===== config.mk =====
export PLATFORM = sky130hd
export DESIGN_NAME = core_mem_router
export DESIGN_NICKNAME = d
export VERILOG_FILES = /design/src/rtl/core_mem_router_pkg.sv /design/src/rtl/core_mem_router_addr_region_decoder.sv /design/src/rtl/core_mem_router.sv
export SDC_FILE = /design/constraint.sdc
export NUM_CORES = 1
export LEC_CHECK = 0
export ABC_AREA = 0
export BUFFER_PORTS_ARGS = -buffer_cell sky130_fd_sc_hd__buf_2
export CORE_AREA = 10 10 202 204
export CTS_CLUSTER_SIZE = 12
export DETAILED_ROUTE_END_ITERATION = 8
export DIE_AREA = 0 0 212 214
export PLACE_DENSITY_LB_ADDON = 0.12
export SLEW_MARGIN = 25
export SYNTH_ARGS = -nofsm -noshare
export SYNTH_HDL_FRONTEND = slang
export SYNTH_SLANG_ARGS = --single-unit

===== constraint.sdc =====
create_clock -name clk -period 2.7 [get_ports clk]
set_input_delay 0.135 -clock clk [delete_from_list [all_inputs] [get_ports clk]]
set_output_delay 0.135 -clock clk [all_outputs]
set_load 0.05 [all_outputs]

===== src/rtl/core_mem_router_pkg.sv =====
// Shared types and constants for the core data-port router: FSM states,
// default region map (memory, MMIO, timer) and the target-count limit.
package core_mem_router_pkg;

    localparam int MAX_TARGETS = 8;

    typedef enum logic [1:0] {
        ST_IDLE = 2'd0,
        ST_BUSY = 2'd1,
        ST_DONE = 2'd2,
        ST_ERR  = 2'd3
    } state_e;

    // Default three-region map; target 0 occupies the least significant slice.
    localparam logic [63:0] MEM_BASE   = 64'h0000_0000_0000_0000;
    localparam logic [63:0] MEM_MASK   = 64'hFFFF_FFFF_FFFF_F000;
    localparam logic [63:0] MMIO_BASE  = 64'h0000_0000_1000_0000;
    localparam logic [63:0] MMIO_MASK  = 64'hFFFF_FFFF_F000_0000;
    localparam logic [63:0] TIMER_BASE = 64'h0000_0000_8000_0000;
    localparam logic [63:0] TIMER_MASK = 64'hFFFF_FFFF_8000_0000;

    localparam logic [191:0] DEFAULT_REGION_BASE = {TIMER_BASE, MMIO_BASE, MEM_BASE};
    localparam logic [191:0] DEFAULT_REGION_MASK = {TIMER_MASK, MMIO_MASK, MEM_MASK};

    // Width of a target index; at least one bit so a single-target build still has a select.
    function automatic int sel_width(input int n);
        return (n > 1) ? $clog2(n) : 1;
    endfunction

endpackage


===== src/rtl/core_mem_router_addr_region_decoder.sv =====
// Combinational address-region decoder: target i hits when
// (addr & MASK_i) == BASE_i; the lowest hitting index wins.
// Also intended for the instruction-fetch side.
module addr_region_decoder
    import core_mem_router_pkg::*;
#(
    parameter int                              ADDR_WIDTH  = 64,
    parameter int                              N_TARGETS   = 3,
    parameter logic [N_TARGETS*ADDR_WIDTH-1:0] REGION_BASE = DEFAULT_REGION_BASE,
    parameter logic [N_TARGETS*ADDR_WIDTH-1:0] REGION_MASK = DEFAULT_REGION_MASK
) (
    input  logic [ADDR_WIDTH-1:0]             addr_i,
    output logic                              hit_o,
    output logic [sel_width(N_TARGETS)-1:0]   sel_o
);

    localparam int SEL_W = sel_width(N_TARGETS);

    // Scan from the highest index down so the lowest hitting region is the one left standing.
    always_comb begin
        hit_o = 1'b0;
        sel_o = '0;
        for (int i = N_TARGETS - 1; i >= 0; i--) begin
            if ((addr_i & REGION_MASK[i*ADDR_WIDTH +: ADDR_WIDTH]) == REGION_BASE[i*ADDR_WIDTH +: ADDR_WIDTH]) begin
                hit_o = 1'b1;
                sel_o = SEL_W'(i);
            end else begin
                hit_o = hit_o;
            end
        end
    end

endmodule


===== src/rtl/core_mem_router.sv =====
// Core data-port router: steers one load/store to one of N_TARGETS
// request/ack channels chosen by address region, holds the payload for the
// whole transaction and returns rdata/stall/err to the core.
// Optional ack timeout: define CORE_MEM_ROUTER_TIMEOUT_EN.
module core_mem_router
    import core_mem_router_pkg::*;
#(
    parameter int                              ADDR_WIDTH     = 64,
    parameter int                              DATA_WIDTH     = 64,
    parameter int                              N_TARGETS      = 3,
    parameter logic [N_TARGETS*ADDR_WIDTH-1:0] REGION_BASE    = DEFAULT_REGION_BASE,
    parameter logic [N_TARGETS*ADDR_WIDTH-1:0] REGION_MASK    = DEFAULT_REGION_MASK,
    parameter int                              TIMEOUT_CYCLES = 255
) (
    input  logic                              clk,
    input  logic                              rstn,
    input  logic [ADDR_WIDTH-1:0]             cpu_addr,
    input  logic                              cpu_wen,
    input  logic                              cpu_ren,
    input  logic [DATA_WIDTH-1:0]             cpu_wdata,
    input  logic [DATA_WIDTH/8-1:0]           cpu_wmask,
    output logic [DATA_WIDTH-1:0]             cpu_rdata,
    output logic                              cpu_stall,
    output logic                              cpu_err,
    output logic [N_TARGETS-1:0]              tgt_req,
    output logic                              tgt_we,
    output logic [ADDR_WIDTH-1:0]             tgt_addr,
    output logic [DATA_WIDTH-1:0]             tgt_wdata,
    output logic [DATA_WIDTH/8-1:0]           tgt_wmask,
    input  logic [N_TARGETS-1:0]              tgt_ack,
    input  logic [N_TARGETS*DATA_WIDTH-1:0]   tgt_rdata
);

    localparam int MW    = DATA_WIDTH / 8;
    localparam int SEL_W = sel_width(N_TARGETS);

    state_e                  state_q;
    logic [SEL_W-1:0]        sel_q;
    logic                    we_q;
    logic [ADDR_WIDTH-1:0]   addr_q;
    logic [DATA_WIDTH-1:0]   wdata_q;
    logic [MW-1:0]           wmask_q;
    logic [N_TARGETS-1:0]    req_q;
    logic [DATA_WIDTH-1:0]   rdata_q;
    logic                    err_q;

    logic                    dec_hit_s;
    logic [SEL_W-1:0]        dec_sel_s;
    logic                    req_any_s;
    logic                    ack_sel_s;
    logic [DATA_WIDTH-1:0]   rdata_sel_s;
    logic                    timeout_s;

    addr_region_decoder #(
        .ADDR_WIDTH (ADDR_WIDTH),
        .N_TARGETS  (N_TARGETS),
        .REGION_BASE(REGION_BASE),
        .REGION_MASK(REGION_MASK)
    ) u_decoder (
        .addr_i(cpu_addr),
        .hit_o (dec_hit_s),
        .sel_o (dec_sel_s)
    );

    // Only the selected target's ack and read-data slice matter.
    always_comb begin
        req_any_s   = cpu_wen | cpu_ren;
        ack_sel_s   = tgt_ack[sel_q];
        rdata_sel_s = tgt_rdata[sel_q*DATA_WIDTH +: DATA_WIDTH];
    end

`ifdef CORE_MEM_ROUTER_TIMEOUT_EN
    localparam int TW_RAW = $clog2(TIMEOUT_CYCLES + 1);
    localparam int CNT_W  = (TW_RAW < 8) ? 8 : TW_RAW;
    localparam logic [CNT_W-1:0] TO_LAST = CNT_W'(TIMEOUT_CYCLES - 1);

    logic [CNT_W-1:0] cnt_q;

    // Ack-wait counter: zero while idle so it starts at zero on BUSY entry, counts each BUSY cycle.
    always_ff @(posedge clk or negedge rstn) begin
        if (!rstn) begin
            cnt_q <= '0;
        end else if (state_q == ST_IDLE) begin
            cnt_q <= '0;
        end else if (state_q == ST_BUSY) begin
            cnt_q <= cnt_q + CNT_W'(1);
        end else begin
            cnt_q <= cnt_q;
        end
    end

    // Limit reached on the TIMEOUT_CYCLES-th BUSY cycle without an ack.
    always_comb begin
        timeout_s = (state_q == ST_BUSY) && (cnt_q == TO_LAST);
    end
`else
    // No timeout in this build: BUSY waits for the ack indefinitely.
    always_comb begin
        timeout_s = 1'b0;
    end
`endif

    // Transaction FSM with registered target payload, rdata and error pulse.
    always_ff @(posedge clk or negedge rstn) begin
        if (!rstn) begin
            state_q <= ST_IDLE;
            sel_q   <= '0;
            we_q    <= 1'b0;
            addr_q  <= '0;
            wdata_q <= '0;
            wmask_q <= '0;
            req_q   <= '0;
            rdata_q <= '0;
            err_q   <= 1'b0;
        end else begin
            case (state_q)
                ST_IDLE: begin
                    err_q <= 1'b0;
                    if (req_any_s) begin
                        addr_q  <= cpu_addr;
                        wdata_q <= cpu_wdata;
                        wmask_q <= cpu_wmask;
                        we_q    <= cpu_wen;
                        if (dec_hit_s) begin
                            sel_q   <= dec_sel_s;
                            req_q   <= N_TARGETS'(1) << dec_sel_s;
                            state_q <= ST_BUSY;
                        end else begin
                            rdata_q <= '0;
                            err_q   <= 1'b1;
                            state_q <= ST_ERR;
                        end
                    end else begin
                        state_q <= ST_IDLE;
                    end
                end
                ST_BUSY: begin
                    if (ack_sel_s) begin
                        rdata_q <= we_q ? '0 : rdata_sel_s;
                        req_q   <= '0;
                        state_q <= ST_DONE;
                    end else if (timeout_s) begin
                        rdata_q <= '0;
                        req_q   <= '0;
                        err_q   <= 1'b1;
                        state_q <= ST_ERR;
                    end else begin
                        state_q <= ST_BUSY;
                    end
                end
                ST_DONE: begin
                    err_q   <= 1'b0;
                    state_q <= ST_IDLE;
                end
                ST_ERR: begin
                    err_q   <= 1'b0;
                    state_q <= ST_IDLE;
                end
                default: begin
                    req_q   <= '0;
                    err_q   <= 1'b0;
                    state_q <= ST_IDLE;
                end
            endcase
        end
    end

    // Stall follows the request combinationally in IDLE so the core holds it that same cycle.
    always_comb begin
        case (state_q)
            ST_IDLE: cpu_stall = req_any_s;
            ST_BUSY: cpu_stall = 1'b1;
            default: cpu_stall = 1'b0;
        endcase
    end

    assign cpu_rdata = rdata_q;
    assign cpu_err   = err_q;
    assign tgt_req   = req_q;
    assign tgt_we    = we_q;
    assign tgt_addr  = addr_q;
    assign tgt_wdata = wdata_q;
    assign tgt_wmask = wmask_q;

endmodule


# Word-level counts from Yosys, hierarchy flattened

Index checks and enable logic that the tools add are counted.

Magnitude comparators: 1
Equality and inequality tests: 9
Shifts and indexed selects: 2
Multiplexer cells: 25
Bitwise operators: 1
Reductions and logical operators: 8

Operators by type and width:

| kind                  | count |
|---|---|
| $mux W64              | 4 |
| $shiftx A192 B9 Y64   | 1 |
| $pmux W64 S2          | 1 |
| $logic_not A64 Y1     | 1 |
| $eq A36 B1 Y1 const B | 1 |
| $eq A33 B1 Y1 const B | 1 |
| $mux W2               | 6 |
| $mux W3               | 3 |
| $ne A2 B2 Y1 const B  | 4 |
| $reduce_and A4 Y1     | 2 |
| $mux W1               | 6 |
| $pmux W2 S3           | 1 |
| $pmux W3 S2           | 1 |
| $eq A2 B2 Y1 const B  | 2 |
| $pmux W1 S2           | 2 |
| $lt A2 B3 Y1 const B  | 1 |
| $reduce_and A3 Y1     | 1 |
| $shl A1 B2 Y3 const A | 1 |
| $bmux W1 S2           | 1 |
| $eq A2 B1 Y1 const B  | 1 |
| $logic_not A2 Y1      | 1 |
| $reduce_and A2 Y1     | 1 |
| $reduce_bool A2 Y1    | 1 |
| $reduce_or A2 Y1      | 1 |
| $or A1 B1 Y1          | 1 |

Register bits after elaboration: 209
Output and inout port bits: 206

# Depth between registers and ports, before layout

Gate-level depths: netlist (run 1).

Depth after elaboration: 8
Gate-level depth with buffers: 8

# By module

From an unflattened synthesis (run 1), not the netlist that was laid out.

Cells, all modules: 791
Area, all modules: 9585.4 µm²

Modules (own cells, without submodules):

| module              | times used | cells an instance | area an instance (µm²) | seq. area each (µm²) |
|---|---|---|---|---|
| core_mem_router     | 1          | 768               | 9440.3                 | 5230.0 |
| addr_region_decoder | 1          | 23                | 145.1                  | 0.0 |

# Worst setup path before layout (run 1)

Ideal clock, no wire load.

Path type: register to register
From: register sel_q[1]
To: register rdata_q[10] (netlist: cpu_rdata[10])
Library setup time: 130 ps
Arrival time: 1613 ps
Data required time: 2570 ps
Path slack: 957 ps
Cell stages (with the launch flop): 8
Period minus slack after synthesis: 1743 ps
Cell sequence: dfrtp_1 clkbuf_1 mux2_2 a22oi_1 nor2_1 clkbuf_1 nand2_1 o21ai_0

Longest elaborated chain between the ends: 4
Elaborated cells between the ends (all ways): 8
Those cells by class: eq/ne (1); shift (1); mux (5); reduce/logical (1)

Ends and longest elaborated chain:

| what                                                      | RTL line                                      | text |
|---|---|---|
| start, declared                                           | core_mem_router.sv:38                         | `logic [SEL_W-1:0] sel_q;` |
| start signal, assigned                                    | core_mem_router.sv:125                        | `sel_q <= dec_sel_s;` |
| $shiftx A192 B9 Y64 / $bmux W1 S2 (equally long branches) | core_mem_router.sv:69, core_mem_router.sv:68  |  |
| $mux W64 / $mux W1 (equally long branches)                | core_mem_router.sv:139, core_mem_router.sv:68 |  |
| $mux W64 / $ne A2 B2 Y1 (equally long branches)           | n/a                                           |  |
| $pmux W64 S2 / $reduce_and A4 Y1 (equally long branches)  | n/a                                           |  |
| end signal, assigned                                      | core_mem_router.sv:139                        | `rdata_q <= we_q ? '0 : rdata_sel_s;` |
| end, declared                                             | core_mem_router.sv:44                         | `logic [DATA_WIDTH-1:0] rdata_q;` |

Parallel ways exist; a longest one is shown, timed or not. The select of a mux whose other input is x is not followed.
A chain may end at the register's enable or synchronous reset.

# Worst setup path in the final report (run 1)

From: register sel_q[0]
To: register rdata_q[24] (netlist: cpu_rdata[24])

The elaborated chain is that of the path after synthesis.

==> results of run 1 <==
## stage by stage
step                      power, mW  utilization  hold slack (ns)  instance area, sq um
after floorplan               12.47            -          -0.1606                  9619
after global placement        15.32       0.3476           0.1615                 12880
after detailed placement      15.38       0.3476           0.1628                 12880
after CTS                     19.19       0.4250         0.002992                 15750
after global routing          20.06       0.4251          0.01453                 15750
final                         18.86       0.4252          0.01953                 15750
## logic make-up (layout without fill, tap and decap cells)
| family | Yosys count | after routing | synth area share |
|---|---|---|---|
| flops | 209 | 209 | 0.5437 |
| buf+inv | 131 | 867 | 0.05645 |
| other cells | 0 | 2 | 0 |
| compound gates | 146 | 146 | 0.1021 |
| simple gates | 571 | 571 | 0.2300 |
| mux | 65 | 65 | 0.06777 |
## power by group through the flow
stage	sequential [mW]	clock, mW	combinational [mW]
finish	5.25	3.43	10.2
global route	5.44	3.70	10.9
CTS	5.26	3.58	10.4
detailed placement	5.25	0	10.1
global placement	5.23	0	10.1
floorplan	10.0	0	2.46
## placed cells by master, fill, tap and decap left out, drive strengths merged, types with 7 or more instances in the layout
cell,instances
o21ai,131
dlygate4sd3,203
buf,554
nor2,7
nand2,539
clkbuf,38
mux2i,64
inv,66
nor4,10
dfrtp,209
## Yosys cell counts (4+ instances only)
cell type	instances	area [sq um]
nand2_1	539	2023
dfrtp_1	209	5230
o21ai_0	82	410.4
inv_1	66	247.7
mux2i_1	64	640.6
clkbuf_1	51	191.4
o21ai_2	49	429.2
nor4_1	10	62.56
nor2_1	7	26.28
buf_6	6	67.56
buf_2	5	25.02
nor3_1	4	20.02
## sequential cells by signal (all words and copies together) (netlist names)
name,count
cpu_rdata,64
tgt_addr,64
tgt_wdata,64
tgt_wmask,8
tgt_req,3
sel_q,2
state_q,2
cpu_err,1
tgt_we,1
## path summary, 6_finish.rpt
kind                          startpoint       endpoint  depth (start not counted)  slack (ns)
setup / recovery                sel_q[0]  cpu_rdata[24]                          8        0.27
hold / removal             tgt_rdata[95]  cpu_rdata[31]                          5        0.02
setup reg to reg                sel_q[0]  cpu_rdata[24]                          8        0.27
hold reg to reg             tgt_wmask[4]   tgt_wmask[4]                          2        0.47
max in group asynchronous           rstn   tgt_addr[29]                          3        1.67
min in group asynchronous           rstn  cpu_rdata[63]                          2        0.20
## layout make-up
type                    instances  area, sq um  area share
flip-flops and latches        209         5235      0.3324
clock inverters                 6        82.58    0.005243
multi-input cells             782         3895      0.2473
repair buffers                757         4937      0.3135
well taps                     474        593.1     0.03765
inverters                      66        247.7     0.01573
clock buffers                  38        754.5     0.04790
diodes                          2        5.005   0.0003178
## repair_timing
action,in CTS,in global routing
endpoints found under the hold margin,272,0
setup buffers,0,0
hold buffers,203,0
resized for setup,0,0
## worst reg2reg max path, stage by stage (launching register included)
cell	delay, ns
dfrtp_2	0.38
buf_4	0.53
nor2b_4	0.31
buf_12	0.28
nand2_1	0.11
o21ai_0	0.07
dlygate4sd3_1	0.57
nand2_1	0.06
o21ai_2	0.06
## per-layer routing
metal  GRT usage  vias to the layer above  part of all wire
met2      0.3104                      399              0.49
met1      0.1965                     4680              0.38
met4     0.04675                        6             0.023
met5           0                        -           0.00081
met3     0.07308                       61              0.11
li1            -                     4977                 -
==> metrics.csv, run 1 <==
metric,value,unit
status,"finished, final reports clean",
number of DRC markers in iteration 0,426,
final count of pins violating max slew,0,
clk buf depth,3,
Root Buffer,clkbuf_16,
Post-synth EDFFs,0,
type of the worst min-delay path,input port to register,
CP peak stage delay,0.57,ns
cells along the critical path,buf_4 > nor2b_4 > buf_12 > nand2_1 > o21ai_0 > dlygate4sd3_1 > nand2_1 > o21ai_2,
post-route ant nets,0,
sw power,9.971,mW
measured slew at the worst slew-check pin,0.7510,ns
Synth Register Bits,209,
PwrDens,1198,mW/mm^2
total grt overflow,0,
CTS tree,done,
Pleak,8.096,nW
vias per cell,4.337,
Placement Setup Slack,0.5281,ns
combinational power share,0.540,
Worst VDD drop,0.6707,mV
Ports,541,
"Seq/Total Area, Yosys",0.5437,
PortBufs,540,
CP Capture Type,register,
setup tns final,0,ns
Worst EP required,3.15,ns
CTS H-tree depth,1,
Fillers,3728,
Synth Flop Type,dfrtp_1,
Total GRT Usage,0.1787,
Area Overhead vs Synth,63.74,%
Total Wirelength,41.89,mm
core area,0.03704,sq mm
drt first pass iters,5,
"Worst Setup Slack, final",0.2679,ns
fin crit share,0.9008,
Sink Count,209,
starting density of the core,0.2597,
Clk pwr share,0.182,
Pint,8.894,mW
first-pass GRT wire length,64.86,mm
Post-Syn Instances,1122,
unrepaired setup endpoints after global routing,no,
Routability Congestion,0.8414,
number of global-route vias before repair,11050,
Switching Share,0.5286,
die footprint,0.04537,sq mm
Cell variety after synth,32,
Flop pwr share,0.278,
nets@finish,2175,
Post-route DRC,0,
routed vias,10120,
DR WL/cell,17.95,microns
"delay-heaviest family, CP",buffers and inverters,
min Tclk post-route,2.432,ns
initial antenna violation count,5,
fmax,411.2,MHz
final non-filler cell total,2334,
Post-DP HPWL,31.02,mm
Syn. warnings,0,
crit path DAT,2.88,ns
slowest CP cell,dlygate4sd3_1,
cell repeated most along the worst path,nand2_1,
largest net degree at the start of global routing,139,
Synth Cell Area,0.009619,sq mm
fraction of layout cells with a size suffix above 1,0.3509,
Max-cap violations,0,
crit path max fanout,68,
CP Launch Type,register,
FP Rows,71,
Synth Area per Inst,8.573,sq um
Post-synth ARST share,1.000,
final setup vio count,0,
syn nets,1457,
Slew headroom,0.4993,
Die Wd,212,microns
"Clk Latency, worst-skew pair",0.52,ns
"Buf+Inv Stages, Crit Path",3,
endpoints failing hold,0,
Die Y,214,microns
clock transition at the registers of the reported paths,0.06,ns
DP Cell Count,2085,
Num CTS Buffers,24,
crit path kind,register to register,
Layout Skew,0.01006,ns
Power figures use the tool's default switching activity.
==> run 2, diff against run 1 <==
==> constraint.sdc (replaced) <==
create_clock -name clk -period 3.05 [get_ports clk]
set_input_delay 0.1525 -clock clk [delete_from_list [all_inputs] [get_ports clk]]
set_output_delay 0.1525 -clock clk [all_outputs]
set_load 0.05 [all_outputs]
==> run 2 against run 1 <==
  * Setup slack better by 0.33 ns
  * Critical path depth is 1 lower
  * Utilization is 0.60 points lower
  * Design area is 1.4% lower
  * Combinational power is 12% lower
  * Hold slack worse by 0.017 ns
  * Sequential power is 12% lower
  * Non-clock buffer count is 11 lower
  * Sequential cell count stayed put
  * Routed wire length is 0.62% lower
  * Die area stayed put
==> metrics.csv, run 2 (synthesis gave the netlist of run 1 again) <==
metric,value,unit,change
crit path DAT,2.87,ns,about the same
Worst Hold Launch,tgt_rdata[116],,
slowest CP cell,dlygate4sd3_1,,
Worst EP required,3.47,ns,+0.32 ns
fin crit share,0.8039,,
worst r2r src,state_q[0],,
Total Wirelength,41.63,mm,-0.62%
Area Overhead vs Synth,61.42,%,
final setup vio count,0,,unchanged
Worst VDD drop,0.6494,mV,-3.2%
Fillers,3726,,-0.054%
Finished Cell Area,0.01553,sq mm,-1.4%
Min-Delay Path Depth,5,,unchanged
initial antenna violation count,4,,-1
measured slew at the worst slew-check pin,1.012,ns,+0.2610 ns
Num CTS Buffers,24,,unchanged
Post-DP HPWL,31.15,mm,+0.43%
post-placement cell area,0.01282,sq mm,-0.45%
routed vias,10030,,-0.89%
"Clk Latency, worst-skew pair",0.52,ns,about the same
CTS tree,done,,
R2R setup slack,0.61,ns,+0.34 ns
min Tclk post-route,2.452,ns,
clk buf depth,3,,unchanged
clock transition at the registers of the reported paths,0.06,ns,about the same
PwrDens,1060,mW/mm^2,-11%
Resized Gates After CTS,0,,unchanged
PortBufs,540,,unchanged
number of global-route vias before repair,11100,,+0.43%
CTS H-tree depth,1,,unchanged
crit path kind,input port to register,,
Total GRT Usage,0.1764,,-0.002318
Pleak,8.000,nW,-1.2%
endpoints failing hold,0,,unchanged
"delay-heaviest family, CP",buffers and inverters,,
drt first pass iters,4,,-1
CP Capture Type,register,,
register area,0.005235,sq mm,unchanged
reg2reg end,cpu_rdata[9],,
CP peak stage delay,0.57,ns,about the same
number of DRC markers in iteration 0,410,,-3.8%
vias per cell,4.325,,-0.29%
Hold Path Sink,cpu_rdata[52],,
crit path max fanout,65,,-4.4%
die footprint,0.04537,sq mm,unchanged
fraction of layout cells with a size suffix above 1,0.3514,,+0.0004950
Post-route DRC,0,,unchanged
post-route ant nets,0,,unchanged
Die Wd,212,microns,unchanged
Ports,541,,unchanged
Sink Count,209,,unchanged
DR WL/cell,17.94,microns,about the same
CP Launch Type,input port,,
total grt overflow,0,,unchanged
area of the multi-input gates,0.003895,sq mm,unchanged
nets@finish,2164,,-0.51%
post-layout util,0.4192,,-0.006012
Max-cap violations,0,,unchanged
status,"finished, final reports clean",,
Die Y,214,microns,unchanged
"commonest non-fill, non-tap cells in the layout","539 x nand2_1, 539 x buf_2, 207 x dfrtp_1",,
Slew headroom,0.3253,,-0.1740
starting density of the core,0.2597,,unchanged
first-pass GRT wire length,63.96,mm,-1.4%
type of the worst min-delay path,input port to register,,
core area,0.03704,sq mm,unchanged
cells along the critical path,dlygate4sd3_1 > buf_2 > or4_4 > o41ai_4 > a31oi_4 > buf_4 > o21ai_0,,
Root Buffer,clkbuf_16,,
final count of pins violating max slew,0,,unchanged
setup tns final,0,ns,unchanged
largest net degree at the start of global routing,139,,unchanged
setup bufs post-CTS,0,,unchanged
"Buf+Inv Stages, Crit Path",3,,unchanged
worst-case reg-to-reg path depth,6,,-2
fmax,407.9,MHz,
FP Rows,71,,unchanged
Routability Congestion,0.8533,,+1.4%
unrepaired setup endpoints after global routing,no,,
Layout Skew,0.01112,ns,+0.001061 ns
[run 2: through the flow]
stage               worst slack, ns  power [mW]  instances  hold WS (ns)
finish                       0.5982       16.46       2320      0.002336
global route                 0.3910       17.48       2319       0.02034
CTS                          0.5364       16.74       2318      0.004336
detailed placement           0.5516       13.58       2084        0.1360
global placement             0.6473       13.51       2084        0.1424
floorplan                     1.307       11.04       1122       -0.1431
[run 2: where the power goes]
group          internal (mW)  switching [mW]  total (mW)
clock network           1.68            1.15        2.83
registers               4.00           0.637        4.64
logic                   1.97            7.03        8.99
total                   7.65            8.81        16.5
[run 2: repair_timing]
action                                 4_1_cts  5_1_grt
endpoints found under the hold margin      250        0
setup endpoints to repair                    0        0
hold buffers                               193        0
[run 2: worst max path at each step]
stage	start	depth (start not counted)	endpoint	slack (ns)
after CTS	state_q[0]	6	cpu_rdata[9]	0.54
after detailed placement	state_q[0]	6	cpu_rdata[10]	0.55
after floorplan	sel_q[1]	7	cpu_rdata[10]	1.31
final	cpu_addr[15]	7	cpu_rdata[9]	0.60
after global placement	state_q[0]	5	sel_q[0]	0.65
after global routing	state_q[0]	5	cpu_rdata[9]	0.39
[run 2: final cells by class]
| class | count | share of cell area |
|---|---|---|
| timing repair buffer | 746 | 0.3078 |
| multi-input combinational | 782 | 0.2508 |
| antenna | 2 | 0.0003223 |
| clock inverter | 3 | 0.001128 |
| inverter | 66 | 0.01595 |
| clock buffer | 38 | 0.04859 |
| tap | 474 | 0.03819 |
| sequential | 209 | 0.3371 |
[run 2: worst min-delay path, delay by kind of cell]
family	cells	cell delay (ns)
AO/OA/AOI/OAI	2	0.15
buffers and inverters	1	0.07
AND/OR/NAND/NOR	2	0.11
[run 2: routing by layer]
layer  global-route usage  wire (microns)
met1               0.1902           15620
met2               0.3115           20480
met3              0.07118            4520
met4              0.04627             981
met5                    0              24
